==> src/rtl/ren_recovery_ctrl.sv <==
`default_nettype none
// +--------------------------------------------------------------------------+
// | ren_recovery_ctrl: walks squashed ROB entries youngest-first, restoring  |
// | RAT mappings and freeing physregs. Optional: REN_RECOVERY_LOG_EN. Rev 1.0|
// +--------------------------------------------------------------------------+
module ren_recovery_ctrl #(
  parameter int PHYSREGS_DEPTH = 6,
  parameter int ROB_ADDRWIDTH  = 6,
  parameter     LOGGING_PREFIX = "RREC"
) (
  input  logic                        CLK,
  input  logic                        RESET,
  input  logic                        fROB_flushReq_IN,
  input  logic [ROB_ADDRWIDTH-1:0]    fROB_flushIdx_IN,
  input  logic [ROB_ADDRWIDTH-1:0]    fROB_curTail_IN,
  output logic [ROB_ADDRWIDTH-1:0]    tROB_probeIdx_OUT,
  input  logic [2*PHYSREGS_DEPTH+5:0] fROB_probeData_IN,
  output logic                        tROB_setTail_OUT,
  output logic [ROB_ADDRWIDTH-1:0]    tROB_newTail_OUT,
  output logic                        tRenRat_wrReq_OUT,
  output logic [4:0]                  tRenRat_wrIdx_OUT,
  output logic [PHYSREGS_DEPTH-1:0]   tRenRat_wrData_OUT,
  output logic                        tFreeL_pushReq_OUT,
  output logic [PHYSREGS_DEPTH-1:0]   tFreeL_pushData_OUT,
  input  logic                        fFreeL_full_IN,
  output logic                        tREN_freeze_OUT,
  output logic                        busy_OUT
);

  localparam int P = PHYSREGS_DEPTH;
  localparam logic [ROB_ADDRWIDTH-1:0] ROB_ONE = ROB_ADDRWIDTH'(1);

  localparam logic [2:0] S_IDLE  = 3'd0;
  localparam logic [2:0] S_DRAIN = 3'd1;
  localparam logic [2:0] S_WALK  = 3'd2;
  localparam logic [2:0] S_STALL = 3'd3;
  localparam logic [2:0] S_DONE  = 3'd4;

  logic [2:0]               state;
  logic [2:0]               next_state;
  logic [ROB_ADDRWIDTH-1:0] flush_idx;
  logic [ROB_ADDRWIDTH-1:0] ptr;
  logic [ROB_ADDRWIDTH-1:0] remaining;
  logic [ROB_ADDRWIDTH-1:0] drain_remaining;
  logic                     freeze;
  logic                     rat_req;
  logic [4:0]               rat_idx;
  logic [P-1:0]             rat_data;
  logic                     push_req;
  logic [P-1:0]             push_data;

  logic                     dest_reqd;
  logic [4:0]               arch_dest;
  logic [P-1:0]             new_phys;
  logic [P-1:0]             old_phys;
  logic                     walking;
  logic                     hold;
  logic                     step;

  assign dest_reqd = fROB_probeData_IN[2*P+5];
  assign arch_dest = fROB_probeData_IN[2*P+4:2*P];
  assign new_phys  = fROB_probeData_IN[2*P-1:P];
  assign old_phys  = fROB_probeData_IN[P-1:0];

  // STALL re-probes the same entry; once space frees up it undoes it directly.
  assign walking = (state == S_WALK) || (state == S_STALL);
  assign hold    = dest_reqd && fFreeL_full_IN;
  assign step    = walking && !hold;

  assign drain_remaining = fROB_curTail_IN - flush_idx - ROB_ONE;

  always_ff @(posedge CLK or negedge RESET) begin
    if (!RESET) begin
      state <= S_IDLE;
    end else begin
      state <= next_state;
    end
  end

  always_comb begin
    next_state = state;
    case (state)
      S_IDLE: begin
        if (fROB_flushReq_IN) begin
          next_state = S_DRAIN;
        end
      end
      S_DRAIN: begin
        next_state = (drain_remaining != '0) ? S_WALK : S_DONE;
      end
      S_WALK, S_STALL: begin
        if (hold) begin
          next_state = S_STALL;
        end else if (remaining == ROB_ONE) begin
          next_state = S_DONE;
        end else begin
          next_state = S_WALK;
        end
      end
      S_DONE: begin
        next_state = S_IDLE;
      end
      default: begin
        next_state = S_IDLE;
      end
    endcase
  end

  always_comb begin
    tROB_probeIdx_OUT = '0;
    tROB_setTail_OUT  = 1'b0;
    tROB_newTail_OUT  = '0;
    busy_OUT          = (state != S_IDLE);
    if (walking) begin
      tROB_probeIdx_OUT = ptr;
    end
    if (state == S_DONE) begin
      tROB_setTail_OUT = 1'b1;
      tROB_newTail_OUT = flush_idx + ROB_ONE;
    end
  end

  always_ff @(posedge CLK or negedge RESET) begin
    if (!RESET) begin
      flush_idx <= '0;
      ptr       <= '0;
      remaining <= '0;
      freeze    <= 1'b0;
      rat_req   <= 1'b0;
      rat_idx   <= '0;
      rat_data  <= '0;
      push_req  <= 1'b0;
      push_data <= '0;
    end else begin
      freeze   <= (next_state != S_IDLE);
      rat_req  <= step && dest_reqd;
      push_req <= step && dest_reqd;
      if ((state == S_IDLE) && fROB_flushReq_IN) begin
        flush_idx <= fROB_flushIdx_IN;
      end
      // curTail is sampled one cycle late so an in-flight rename push is included.
      if (state == S_DRAIN) begin
        ptr       <= fROB_curTail_IN - ROB_ONE;
        remaining <= drain_remaining;
      end else if (step) begin
        ptr       <= ptr - ROB_ONE;
        remaining <= remaining - ROB_ONE;
      end
      if (step && dest_reqd) begin
        rat_idx   <= arch_dest;
        rat_data  <= old_phys;
        push_data <= new_phys;
      end
    end
  end

  assign tREN_freeze_OUT     = freeze;
  assign tRenRat_wrReq_OUT   = rat_req;
  assign tRenRat_wrIdx_OUT   = rat_idx;
  assign tRenRat_wrData_OUT  = rat_data;
  assign tFreeL_pushReq_OUT  = push_req;
  assign tFreeL_pushData_OUT = push_data;

`ifdef REN_RECOVERY_LOG_EN
  always @(posedge CLK) begin
    if (RESET && step && dest_reqd) begin
      $display("[%s] undo rob=%0d arch=%0d rat<=%0d free=%0d",
               LOGGING_PREFIX, ptr, arch_dest, old_phys, new_phys);
    end
    if (RESET && (state == S_DONE)) begin
      $display("[%s] done newTail=%0d", LOGGING_PREFIX, tROB_newTail_OUT);
    end
  end
`else
  logic unused_prefix;
  assign unused_prefix = ^LOGGING_PREFIX;
`endif

endmodule
`default_nettype wire

==> config.mk <==
export PLATFORM = sky130hd
export DESIGN_NAME = ren_recovery_ctrl
export DESIGN_NICKNAME = d
export VERILOG_FILES = /design/src/rtl/ren_recovery_ctrl.sv
export SDC_FILE = /design/constraint.sdc
export NUM_CORES = 1
export LEC_CHECK = 0
export ABC_AREA = 1
export BUFFER_PORTS_ARGS = -buffer_cell sky130_fd_sc_hd__buf_2
export CAP_MARGIN = 5
export CORE_MARGIN = 5
export CORE_UTILIZATION = 45
export DETAILED_ROUTE_END_ITERATION = 16
export PLACE_DENSITY = 0.75
export SLEW_MARGIN = 20
export SYNTH_ARGS = -nofsm -noshare
export SYNTH_HDL_FRONTEND = slang
export SYNTH_SLANG_ARGS = --single-unit
==> constraint.sdc <==
create_clock -name CLK -period 3.1 [get_ports CLK]
set_input_delay 0.155 -clock CLK [delete_from_list [all_inputs] [get_ports CLK]]
set_output_delay 0.155 -clock CLK [all_outputs]
set_load 0.03 [all_outputs]
* After elaboration in Yosys (flattened, before gate mapping) *
Index checks and enable logic that the tools add are counted.

operators by class
  add/sub/neg operators = 6
  equality and inequality tests = 5
  mux-type cells = 12
  reductions and logical operators = 12

operator list
  kind                   count
  $mux W6                6
  $sub A6 B1 Y6 const B  4
  $mux W3                4
  $pmux W3 S3            1
  $add A6 B1 Y6 const B  1
  $eq A3 B2 Y1 const B   2
  $eq A6 B1 Y1 const B   1
  $reduce_bool A3 Y1     2
  $reduce_bool A6 Y1     1
  $sub A6 B6 Y6          1
  $logic_and A1 B1 Y1    4
  $eq A3 B1 Y1 const B   1
  $eq A3 B3 Y1 const B   1
  $logic_not A3 Y1       1
  $reduce_bool A2 Y1     1
  $reduce_or A2 Y1       1
  $logic_not A1 Y1       1
  $logic_or A1 B1 Y1     1
  $mux W1                1

storage, ports and cells
  register bits = 40
  word-level logic and storage cells = 44

* Logic depth before layout (Yosys ltp) *
Gate-level depths: netlist (run 1).

  depth in word-level cells = 6
  mapped depth = 11

* Worst setup path after synthesis (run 1) *
OpenSTA, ideal clock, no wires.

  kind = flip-flop to flip-flop
  start = register flush_idx[0]
  end = register state[2]
  arrival time = 1.622 ns
  data required time = 2.973 ns
  slack = 1.351 ns
  stages on the path, launching flop included = 11
  buffers on the path = 0
  period minus slack after synthesis = 1.749 ns
  path through = dfrtp_1 > inv_1 > ha_1 > inv_1 > fa_1 > nand3b_1 > nand2_1 > xor2_1 > nor2_1 > nand3_1 > o21ai_0

on the way
  cells in the longest elaborated chain, start to end = 5

RTL lines
  what                      RTL line  RTL
  start: declaration        41        logic [ROB_ADDRWIDTH-1:0] flush_idx;
  start signal: assignment  139       flush_idx <= fROB_flushIdx_IN;
  $sub A6 B6 Y6             70        assign drain_remaining = fROB_curTail_IN - flush_idx - ROB_ONE;
  $sub A6 B1 Y6             70
  $reduce_bool A6 Y1        89        next_state = (drain_remaining != '0) ? S_WALK : S_DONE;
  $mux W3                   89
  $pmux W3 S3               82        case (state)
  net next_state[2]         40        logic [2:0] next_state;
  end signal: assignment    76        state <= next_state;
  end: declaration          39        logic [2:0] state;

The timed path passes the listed nets, and every way through them passes these cells.
A chain may end at the register's enable or synchronous reset.

* Worst setup path after layout (run 1) *
Ends and elaborated chain as after synthesis.

==> results of run 1 <==
flip-flops by register name, indices dropped and copies added (netlist names):
| name | flops |
|---|---|
| tRenRat_wrIdx_OUT | 5 |
| tFreeL_pushData_OUT | 6 |
| tRenRat_wrData_OUT | 6 |
| ptr | 6 |
| tREN_freeze_OUT | 1 |
| remaining | 6 |
| tFreeL_pushReq_OUT | 1 |
| flush_idx | 6 |
| state | 3 |
how the worst max path moves through the flow:
stage / from / endpoint / slack [ps] / depth (start not counted)
after CTS: flush_idx[0] / state[2] / 1130 / 10
after floorplan: flush_idx[0] / state[2] / 1350 / 10
after global routing: flush_idx[0] / state[2] / 910 / 10
after detailed placement: flush_idx[0] / state[2] / 1160 / 10
after global placement: flush_idx[0] / state[2] / 1270 / 10
final: flush_idx[0] / state[2] / 1130 / 10
where the power goes:
group | total [mW] | internal (mW) | switching, mW
sequential | 0.951 | 0.777 | 0.174
combinational | 1.74 | 0.625 | 1.12
clock | 0.356 | 0.182 | 0.174
total | 3.05 | 1.58 | 1.46
worst max-delay path, delay by kind of cell (launching register included):
kind / cells / cell delay, ps
and+or+nand+nor: 4 / 430
adders and majority gates: 2 / 560
AOI/OAI and AO/OA: 1 / 80
buffers and inverters: 2 / 140
xor gates and xnor gates: 1 / 220
DFF: 1 / 420
Yosys cell counts, drive strengths merged, types with 2 or more instances:
master	number	area share [%]
a21oi	14	3.1
buf	5	2.0
dfrtp	40	44
ha	9	4.9
inv	31	5.2
mux2	18	10
nand2	51	9.9
nand3	16	3.5
nand3b	2	0.66
nand4	4	1.1
nor2	31	6.3
o211ai	3	0.99
o21ai	17	3.9
xor2	5	1.9
cell families after synthesis:
family,count (synthesis)
adder cells (fa/ha/maj),10
XOR/XNOR,6
AO/OA/AOI/OAI,36
buffers and inverters,36
multiplexers,18
flip-flops,40
AND/OR/NAND/NOR,106
stage by stage:
step / total power [mW] / utilization [%] / hold WS (ps) / std cells / instance area, µm²
after floorplan: 2.30 / - / -141 / 252 / 2280
after global placement: 2.66 / 53.0 / 335 / 384 / 2660
after detailed placement: 2.71 / 53.0 / 331 / 384 / 2660
after CTS: 3.07 / 54.8 / 15.9 / 392 / 2750
after global routing: 3.33 / 54.8 / 66.3 / 392 / 2750
final: 3.05 / 54.8 / -8.45 / 392 / 2750
area by class of cell:
cell class,instances,area [µm²]
Tap cell,70,87.6
Clock buffer,8,90.1
Multi-Input combinational cell,176,1110
Inverter,31,119
Sequential cell,40,1000
Timing Repair Buffer,67,335
Fill cell,482,2260
metal layers:
metal | vias up | part of all wire, % | global-route usage (%)
li1 | 963 | - | -
met1 | 835 | 46 | 22.1
met2 | 57 | 48 | 26.4
met3 | 2 | 6.1 | 4.66
met4 | 0 | 0.40 | 2.53
met5 | - | 0 | 0
==> run_results.csv, run 1 <==
group,metric,value,unit
run_status,outcome,"finished, violations left",
run_status,failed_checks,"hold timing",
cts,post-cts-setup-buffers,0,
pwr,leakage,1.48,nW
grt,antenna_found_initial,0,
sta,setup_violations,0,
sta,slew_headroom,40.7,%
cts,cts_buffer_depth,2,
sta,timing.hold.ws,-8.45,ps
synth,synth.distinct_cells,33,
sta,timing.final.max_slew_violations,0,
die,die_y,81.2,µm
cts,cts_inserted_buffers,5,
synth,ys_warn_count,0,
synth,synth_compound_area_share,8.51,%
sta,min_period,1970,ps
critical_path,worstPathMaxFanout,4,
drt,drtPass1Iterations,4,
cts,worstSkewPairLatency,290,ps
critical_path,max_stage_delay,420,ps
finish,antenna_cells,0,
die,start_util,45.5,%
synth,synthAdderAreaFrac,5.82,%
die,coreArea,5010,µm²
grt,grt_max_degree,41,
cts,hold_buffers,0,
synth,netlist_instances,252,
critical_path,worst_ep_required_time,3270,ps
critical_path,cpMostUsedCell,"inv_1",
grt,grt_usage,16.3,%
sta,worst_slack,1130,ps
pwr,power_density,1110,nW/µm²
die,dieArea,6590,µm²
synth,syn_nets,296,
critical_path,crit_path_cell_trace,"inv_1, ha_1, inv_1, fa_1, nand3b_1, nand2_1, xor2_1, nor2_1, nand3_1, o21ai_0",
drt,drc_errors,0,
finish,final_common_cell,"buf_2",
cts,clk_pin_slew,80,ps
critical_path,reg2regPathDepth,10,
die,die_x,81.2,µm
worst_hold_path,hold_class,"primary input to asynchronous set/reset pin",
synth,synth_top_family_by_area,"simple AND/OR/NAND/NOR gates",
flow_run,maxCapViolCount,0,
synth,synth.avg_cell_area,9.05,µm²
cts,cts_sinks,40,
placement,hpwl,3760,µm
placement,pre_cts_slack,1160,ps
critical_path,timing.rr.end,"state[2]",
critical_path,r2r-start,"flush_idx[0]",
sta,tightest_slew,890,ps
critical_path,end_kind,"flip-flop",
critical_path,cp.arrival,2140,ps
drt,wl,4810,µm
pwr,ir_drop,0.000523,V
finish,final_cell_mix,"buf_2 (67), nand2_1 (47), dfrtp_1 (40), inv_1 (28), nor2_1 (28)",
synth,seq_area_frac_synth,43.9,%
critical_path,cp-start-kind,"flip-flop",
placement,port_buffers,67,
sta,hold_violations,40,
sta,fin_tns_setup,0,ps
drt,wire_per_inst,12.3,µm
drt,num_vias,1857,
grt,grt_pass1_wl,8480,µm
critical_path,r2r_slack,1130,ps
synth,synth_xor_area_share,2.31,%
die,rows,26,
finish,layout.nets,365,
sta,fin_worst_skew,6.46,ps
sta,rsz0062_at_grt,"no",
drt,routed_via_density,4.74,
sta,fmax,508,MHz
critical_path,critPathKind,"flip-flop to flip-flop",
sta,fin_crit_sh,63.5,%
die,boundaryPins,68,
finish,layout-drive-gt1-share,31.7,%
synth,netlist_area,2280,µm²
cts,clockRootBuffer,"clkbuf_8",
cts,cts_resized,0,
synth,synth-async-reset-ratio,100,%
synth,synth_flop_cell,"dfrtp_1",
finish,syn_to_final_growth,20.5,%
synth,muxShareOfSynthArea,10.4,%
critical_path,crit_slowest_cell,"dfrtp_1",
drt,drt-initial-drc-count,127,
grt,grt-ovfl-total,0,
synth,synth_edf_count,0,
synth,synth-seq-cells,40,
cts,cts_tree,"done",
placement,gp_congestion,0.816,
synth,synthSimpleGateAreaFrac,21.9,%
grt,grt_pass1_vias,1901,
drt,ant_nets,0,
cts,ctsHtreeMaxLevel,2,
No activity file was read; power rests on OpenSTA's default activity.
==> run 2, diff against run 1 <==
--- a/config.mk
+++ b/config.mk
@@ -5,7 +5,7 @@
 export SDC_FILE = /design/constraint.sdc
 export NUM_CORES = 1
 export LEC_CHECK = 0
-export ABC_AREA = 1
+export ABC_AREA = 0
 export BUFFER_PORTS_ARGS = -buffer_cell sky130_fd_sc_hd__buf_2
 export CAP_MARGIN = 5
 export CORE_MARGIN = 5
==> constraint.sdc (replaced) <==
create_clock -name CLK -period 2 [get_ports CLK]
set_input_delay 0.1 -clock CLK [delete_from_list [all_inputs] [get_ports CLK]]
set_output_delay 0.1 -clock CLK [all_outputs]
set_load 0.03 [all_outputs]
==> run 2 against run 1 <==
The flow finishes with violations (setup timing). Design area up 4.1%. Sequential share of layout area down 1.4 points. Global-route usage up 0.26 points. Sequential power up 59%. Clock power up 110%. Worst setup slack worse by 1200 ps.
==> run_results.csv, run 2 <==
group,metric,value,unit
synth,synth-seq-cells,40,
drt,ant_nets,0,
finish,fin_util,60.2,%
sta,setup_violations,2,
cts,cts_tree,"done",
drt,wl,5230,µm
sta,min_period,2070,ps
critical_path,worstPathMaxFanout,3,
synth,synth.avg_cell_area,10.7,µm²
drt,routed_via_density,5.00,
critical_path,worst_ep_required_time,2170,ps
critical_path,timing.rr.end,"state[1]",
cts,worstSkewPairLatency,290,ps
die,dieArea,6450,µm²
pwr,totalPowerFinal,5.02,mW
sta,rsz0062_at_grt,"yes",
sta,fmax,482,MHz
worst_hold_path,hold_class,"primary input to flip-flop",
finish,layout-drive-gt1-share,42.7,%
worst_hold_path,hold-path-endpoint,"flush_idx[5]",
run_status,failed_checks,"setup timing",
placement,pre_cts_slack,-52.0,ps
cts,cts_sinks,40,
synth,synth-async-reset-ratio,100,%
placement,port_buffers,67,
synth,synth_area_leader_cell,"dfrtp_1",
sta,fin_worst_skew,5.54,ps
cts,cts_buffer_depth,2,
cts,ctsHtreeMaxLevel,2,
synth,ys_top_cells_by_area,"dfrtp_1 (45%), mux2_2 (12%), xnor2_1 (5.5%), ha_1 (5.1%), nor2_1 (3.2%)",
sta,timing.final.max_slew_violations,0,
grt,grt_pass1_vias,1814,
synth,syn_nets,251,
critical_path,crit_slowest_cell,"fa_2",
finish,layout.nets,332,
cts,clockRootBuffer,"clkbuf_8",
die,coreArea,4750,µm²
synth,synth_most_common_cell,"dfrtp_1",
sta,worst_slack,-72.9,ps
synth,synth_edf_count,0,
flow_run,maxCapViolCount,0,
sta,slew_headroom,71.1,%
synth,yosys-top-cells-count,"dfrtp_1 (40), mux2_2 (23), nor2_1 (19), nand2_1 (15), xnor2_1 (14)",
worst_hold_path,hold_path_startpoint,"fROB_flushIdx_IN[5]",
critical_path,max_stage_delay,550,ps
sta,fin_tns_setup,-126,ps
synth,seq_area_frac_synth,45.0,%
critical_path,cp.arrival,2240,ps
drt,num_vias,1774,
drt,drt-initial-drc-count,104,
die,die_y,80.3,µm
sta,fin_crit_sh,104,%
synth,synth_flop_cell,"dfrtp_1",
grt,grt_max_degree,23,
finish,antenna_cells,0,
pwr,ir_drop,0.000751,V
drt,wire_per_inst,14.7,µm
run_status,outcome,"finished, violations left",
synth,synth.distinct_cells,39,
placement,gp_congestion,0.830,
sta,hold_violations,0,
synth,netlist_area,2220,µm²
placement,hpwl,4100,µm
synth,ys_warn_count,0,
critical_path,cp-start-kind,"flip-flop",
die,rows,25,
synth,netlist.area_leader.share,45.0,%
cts,cts_inserted_buffers,5,
die,start_util,46.8,%
die,die_x,80.3,µm
grt,grt_usage,16.5,%
critical_path,crit_path_cell_trace,"inv_1, ha_2, inv_2, fa_2, nor4bb_4, mux2i_1, nor4_2, o22ai_1",
synth,netlist_instances,207,
grt,grt-ovfl-total,0,
die,boundaryPins,68,
critical_path,critPathKind,"flip-flop to flip-flop",
critical_path,r2r-start,"flush_idx[0]",
grt,grt_pass1_wl,8230,µm
critical_path,end_kind,"flip-flop",
critical_path,r2r_slack,-70,ps
finish,fillCellCount,410,
pwr,power_density,1760,nW/µm²
grt,antenna_found_initial,0,
sta,tightest_slew,434,ps
drt,drtPass1Iterations,4,
pwr,leakage,1.36,nW
cts,clk_pin_slew,80,ps
worst_hold_path,whs_path_depth,2,
critical_path,reg2regPathDepth,8,
finish,final_common_cell,"buf_2",
drt,drc_errors,0,
finish,syn_to_final_growth,28.6,%
finish,final_cell_mix,"buf_2 (67), dfrtp_1 (40), mux2_2 (23), nor2_1 (19), nand2_1 (15)",
-- run 2: changes by cell type after synthesis, sizes merged, moves of 4 or more --
cell   previous run  this run
nand2            51        16
inv              31        10
xnor2             1        14
nor2             31        19
nand3            16         6
a21oi            14         5
and2              0         8
mux2             18        23
o21ai            17        12
nand4             4         0
-- run 2: area by class of cell --
class / count / area, µm² / share of cell area, %
Inverter: 10 / 37.5 / 1.31
Sequential cell: 40 / 1000 / 35.0
Multi-Input combinational cell: 151 / 1170 / 41.0
Tap cell: 67 / 83.8 / 2.93
Timing Repair Buffer: 80 / 435 / 15.2
Clock buffer: 5 / 68.8 / 2.41
Clock inverter: 2 / 60.1 / 2.10
-- run 2: worst max-delay path by stage --
stage,startpoint,end,slack (ps)
2_1_floorplan,flush_idx[0],state[1],60
4_1_cts,flush_idx[0],state[1],-50
6_report,flush_idx[0],state[1],-70
3_3_place_gp,flush_idx[0],state[1],40
3_5_place_dp,flush_idx[0],state[1],-50
5_1_grt,flush_idx[0],state[1],-140
-- run 2: what timing repair did --
item                                    in CTS  in global routing
cloned                                       0                  0
resized for setup                            4                  3
endpoints found under the setup margin       2                  3
buffers inserted                             0                  2
hold endpoints to repair                    17                  0
hold buffers                                 1                  0
pin swaps                                    1                  1
-- run 2: critical path, delay by kind of cell, from the launching register on --
family | cells | cell delay (ps)
adder cells (fa/ha/maj) | 2 | 720
AND/OR/NAND/NOR | 2 | 510
flip-flops | 1 | 380
AO/OA/AOI/OAI | 1 | 140
multiplexers | 1 | 110
buffers and inverters | 2 | 100
-- run 2: per-layer routing --
layer  wire, µm  track usage (%)  part of all wire [%]  vias up
met5          0                0                     0        -
met4        102             6.08                   1.9        0
met3        223             2.80                   4.3        9
met2       2760             30.0                    53       46
met1       2150             19.4                    41      852
li1           -                -                     -      867
-- run 2: report_power, final --
group	switching, mW	internal, mW	total, mW
clock	0.268	0.491	0.759
sequential	0.303	1.21	1.51
combinational	1.60	1.15	2.75
-- run 2: kinds of logic after synthesis --
kind of cell             after synthesis  share of synthesized area (%)
AND/OR/NAND/NOR                       67                           16.3
flip-flops                            40                           45.0
AO/OA/AOI/OAI                         26                           7.37
multiplexers                          26                           13.0
XOR/XNOR                              22                           8.67
buffers and inverters                 16                           3.66
adder cells (fa/ha/maj)               10                           5.97
-- run 2: per-stage QoR --
step / cells / hold WS, ps / cell area, µm²
floorplan: 207 / -196 / 2220
detailed placement: 345 / 72.8 / 2670
CTS: 353 / 36.8 / 2840
finish: 355 / 41.0 / 2860
global placement: 345 / 74.7 / 2670
global route: 355 / 32.5 / 2860
==> run 3, diff against run 2 <==
--- a/config.mk
+++ b/config.mk
@@ -11,7 +11,7 @@
 export CORE_MARGIN = 5
 export CORE_UTILIZATION = 45
 export DETAILED_ROUTE_END_ITERATION = 16
-export PLACE_DENSITY = 0.75
+export PLACE_DENSITY_LB_ADDON = 0.12
 export SLEW_MARGIN = 20
 export SYNTH_ARGS = -nofsm -noshare
 export SYNTH_HDL_FRONTEND = slang
==> run 3 against run 2 <==
Clock power down 16%. Worst hold slack worse by 5.1 ps. Via count fell by 3.3%. Clock-buffer cell count stayed put. Largest power group unchanged. Register-to-register slack gained 30 ps. Design area did not move. The run still ends with setup timing left. First-iteration DRC count fell by 48%.
==> run_results.csv, run 3 (synthesized netlist as in run 2, its figures left out) <==
group,metric,value,unit
run_status,outcome,"finished, violations left",
run_status,failed_checks,"setup timing",
placement,hpwl,3900,µm
pwr,ir_drop,0.000683,V
sta,fin_worst_skew,6.51,ps
grt,grt_pass1_wl,7790,µm
placement,gp_congestion,0.781,
grt,grt_pass1_vias,1723,
finish,syn_to_final_growth,28.6,%
die,die_x,80.3,µm
cts,cts_tree,"done",
critical_path,worst_ep_required_time,2170,ps
die,rows,25,
grt,grt_max_degree,23,
flow_run,maxCapViolCount,0,
finish,antenna_cells,0,
critical_path,cp.arrival,2210,ps
sta,worst_slack,-43.2,ps
critical_path,cp-start-kind,"flip-flop",
grt,antenna_found_initial,0,
sta,fin_crit_sh,102,%
worst_hold_path,hold_class,"primary input to flip-flop",
sta,hold_violations,0,
sta,timing.final.max_slew_violations,0,
drt,wire_per_inst,13.5,µm
grt,grt_usage,15.4,%
drt,drc_errors,0,
drt,drt-initial-drc-count,54,
sta,tightest_slew,418,ps
cts,cts_inserted_buffers,5,
sta,slew_headroom,72.2,%
cts,worstSkewPairLatency,290,ps
sta,setup_violations,2,
finish,final_common_cell,"buf_2",
finish,layout-drive-gt1-share,43.6,%
die,start_util,46.8,%
cts,clockRootBuffer,"clkbuf_8",
finish,final_cell_mix,"buf_2 (67), dfrtp_1 (39), mux2_2 (23), nor2_1 (19), nand2_1 (15)",
die,boundaryPins,68,
drt,num_vias,1715,
finish,design_area,2860,µm²
sta,fmax,489,MHz
critical_path,worstPathMaxFanout,3,
cts,cts_sinks,40,
sta,rsz0062_at_grt,"yes",
critical_path,r2r-start,"flush_idx[0]",
cts,ctsHtreeMaxLevel,2,
pwr,power_density,1710,nW/µm²
worst_hold_path,hold_path_startpoint,"fROB_probeData_IN[13]",
die,dieArea,6450,µm²
die,die_y,80.3,µm
drt,drtPass1Iterations,4,
critical_path,cp-startpoint,"flush_idx[0]",
drt,routed_via_density,4.79,
sta,min_period,2040,ps
cts,clk_pin_slew,80,ps
drt,wl,4830,µm
drt,ant_nets,0,
placement,dpl-instance-area,2690,µm²
pwr,leakage,1.36,nW
finish,fillCellCount,441,
critical_path,end_kind,"flip-flop",
critical_path,critPathKind,"flip-flop to flip-flop",
grt,grt-ovfl-total,0,
cts,cts_buffer_depth,2,
die,coreArea,4750,µm²
placement,port_buffers,67,
placement,pre_cts_slack,-29.0,ps
finish,layout.nets,334,
run 3: changes by cell type in the layout (fill, tap and decap cells not counted), sizes merged:
cell,change
buf,+2
bufinv,-1
clkinv,+1
clkinvlp,+1
run 3: path summary, 6_finish.rpt:
path / endpoint / slack [ps] / cells past startpoint
max in group asynchronous: flush_idx[1] / 1200 / 3
min in group asynchronous: tFreeL_pushData_OUT[2] / 270 / 2
worst min-delay path: tRenRat_wrIdx_OUT[1] / 40 / 2
worst max register to register: state[1] / -40 / 8
worst max-delay path: state[1] / -40 / 8
worst min register to register: tFreeL_pushData_OUT[0] / 500 / 1
run 3: layout make-up:
| type | instances | area (µm²) | share of cell area, % |
|---|---|---|---|
| Multi-Input combinational cell | 151 | 1170 | 41.1 |
| Sequential cell | 40 | 1000 | 35.0 |
| Timing Repair Buffer | 82 | 450 | 15.7 |
| Tap cell | 67 | 83.8 | 2.93 |
| Clock buffer | 5 | 68.8 | 2.41 |
| Clock inverter | 3 | 42.5 | 1.49 |
| Inverter | 10 | 37.5 | 1.31 |
run 3: critical path, stage by stage, from the launching register on:
cell      delay [ps]
dfrtp_1          380
inv_1             60
ha_2             170
inv_2             40
fa_2             540
nor4bb_4         300
mux2i_1          120
nor4_2           200
o22ai_1          120
run 3: what timing repair did:
item | CTS | global route
setup endpoints to repair | 2 | 3
resized for setup | 3 | 5
gates cloned | 0 | 0
hold buffers | 1 | 0
pin swaps | 0 | 1
setup buffers | 0 | 2
endpoints found under the hold margin | 17 | 0
run 3: through the flow:
stage	instances	setup TNS (ps)	utilization, %	power (mW)	hold slack (ps)
floorplan	207	0	-	3.42	-196
global placement	347	0	56.6	4.13	56.6
detailed placement	347	-30.1	56.6	4.17	56.5
CTS	356	-5.63	59.4	4.86	30.6
global route	358	-262	60.2	5.27	20.8
finish	358	-62.0	60.2	4.89	35.9
run 3: power by group:
group          internal, mW  leakage [nW]  switching (mW)
combinational          1.17         0.835            1.59
clock                 0.369        0.0541           0.272
sequential             1.21         0.475           0.280
run 3: metal layers:
metal / part of all wire, % / GRT usage (%) / vias up
met4: 0.87 / 3.55 / 0
met1: 46 / 20.0 / 786
met5: 0 / 0 / -
li1: - / - / 877
met3: 5.2 / 3.48 / 5
met2: 48 / 26.1 / 47
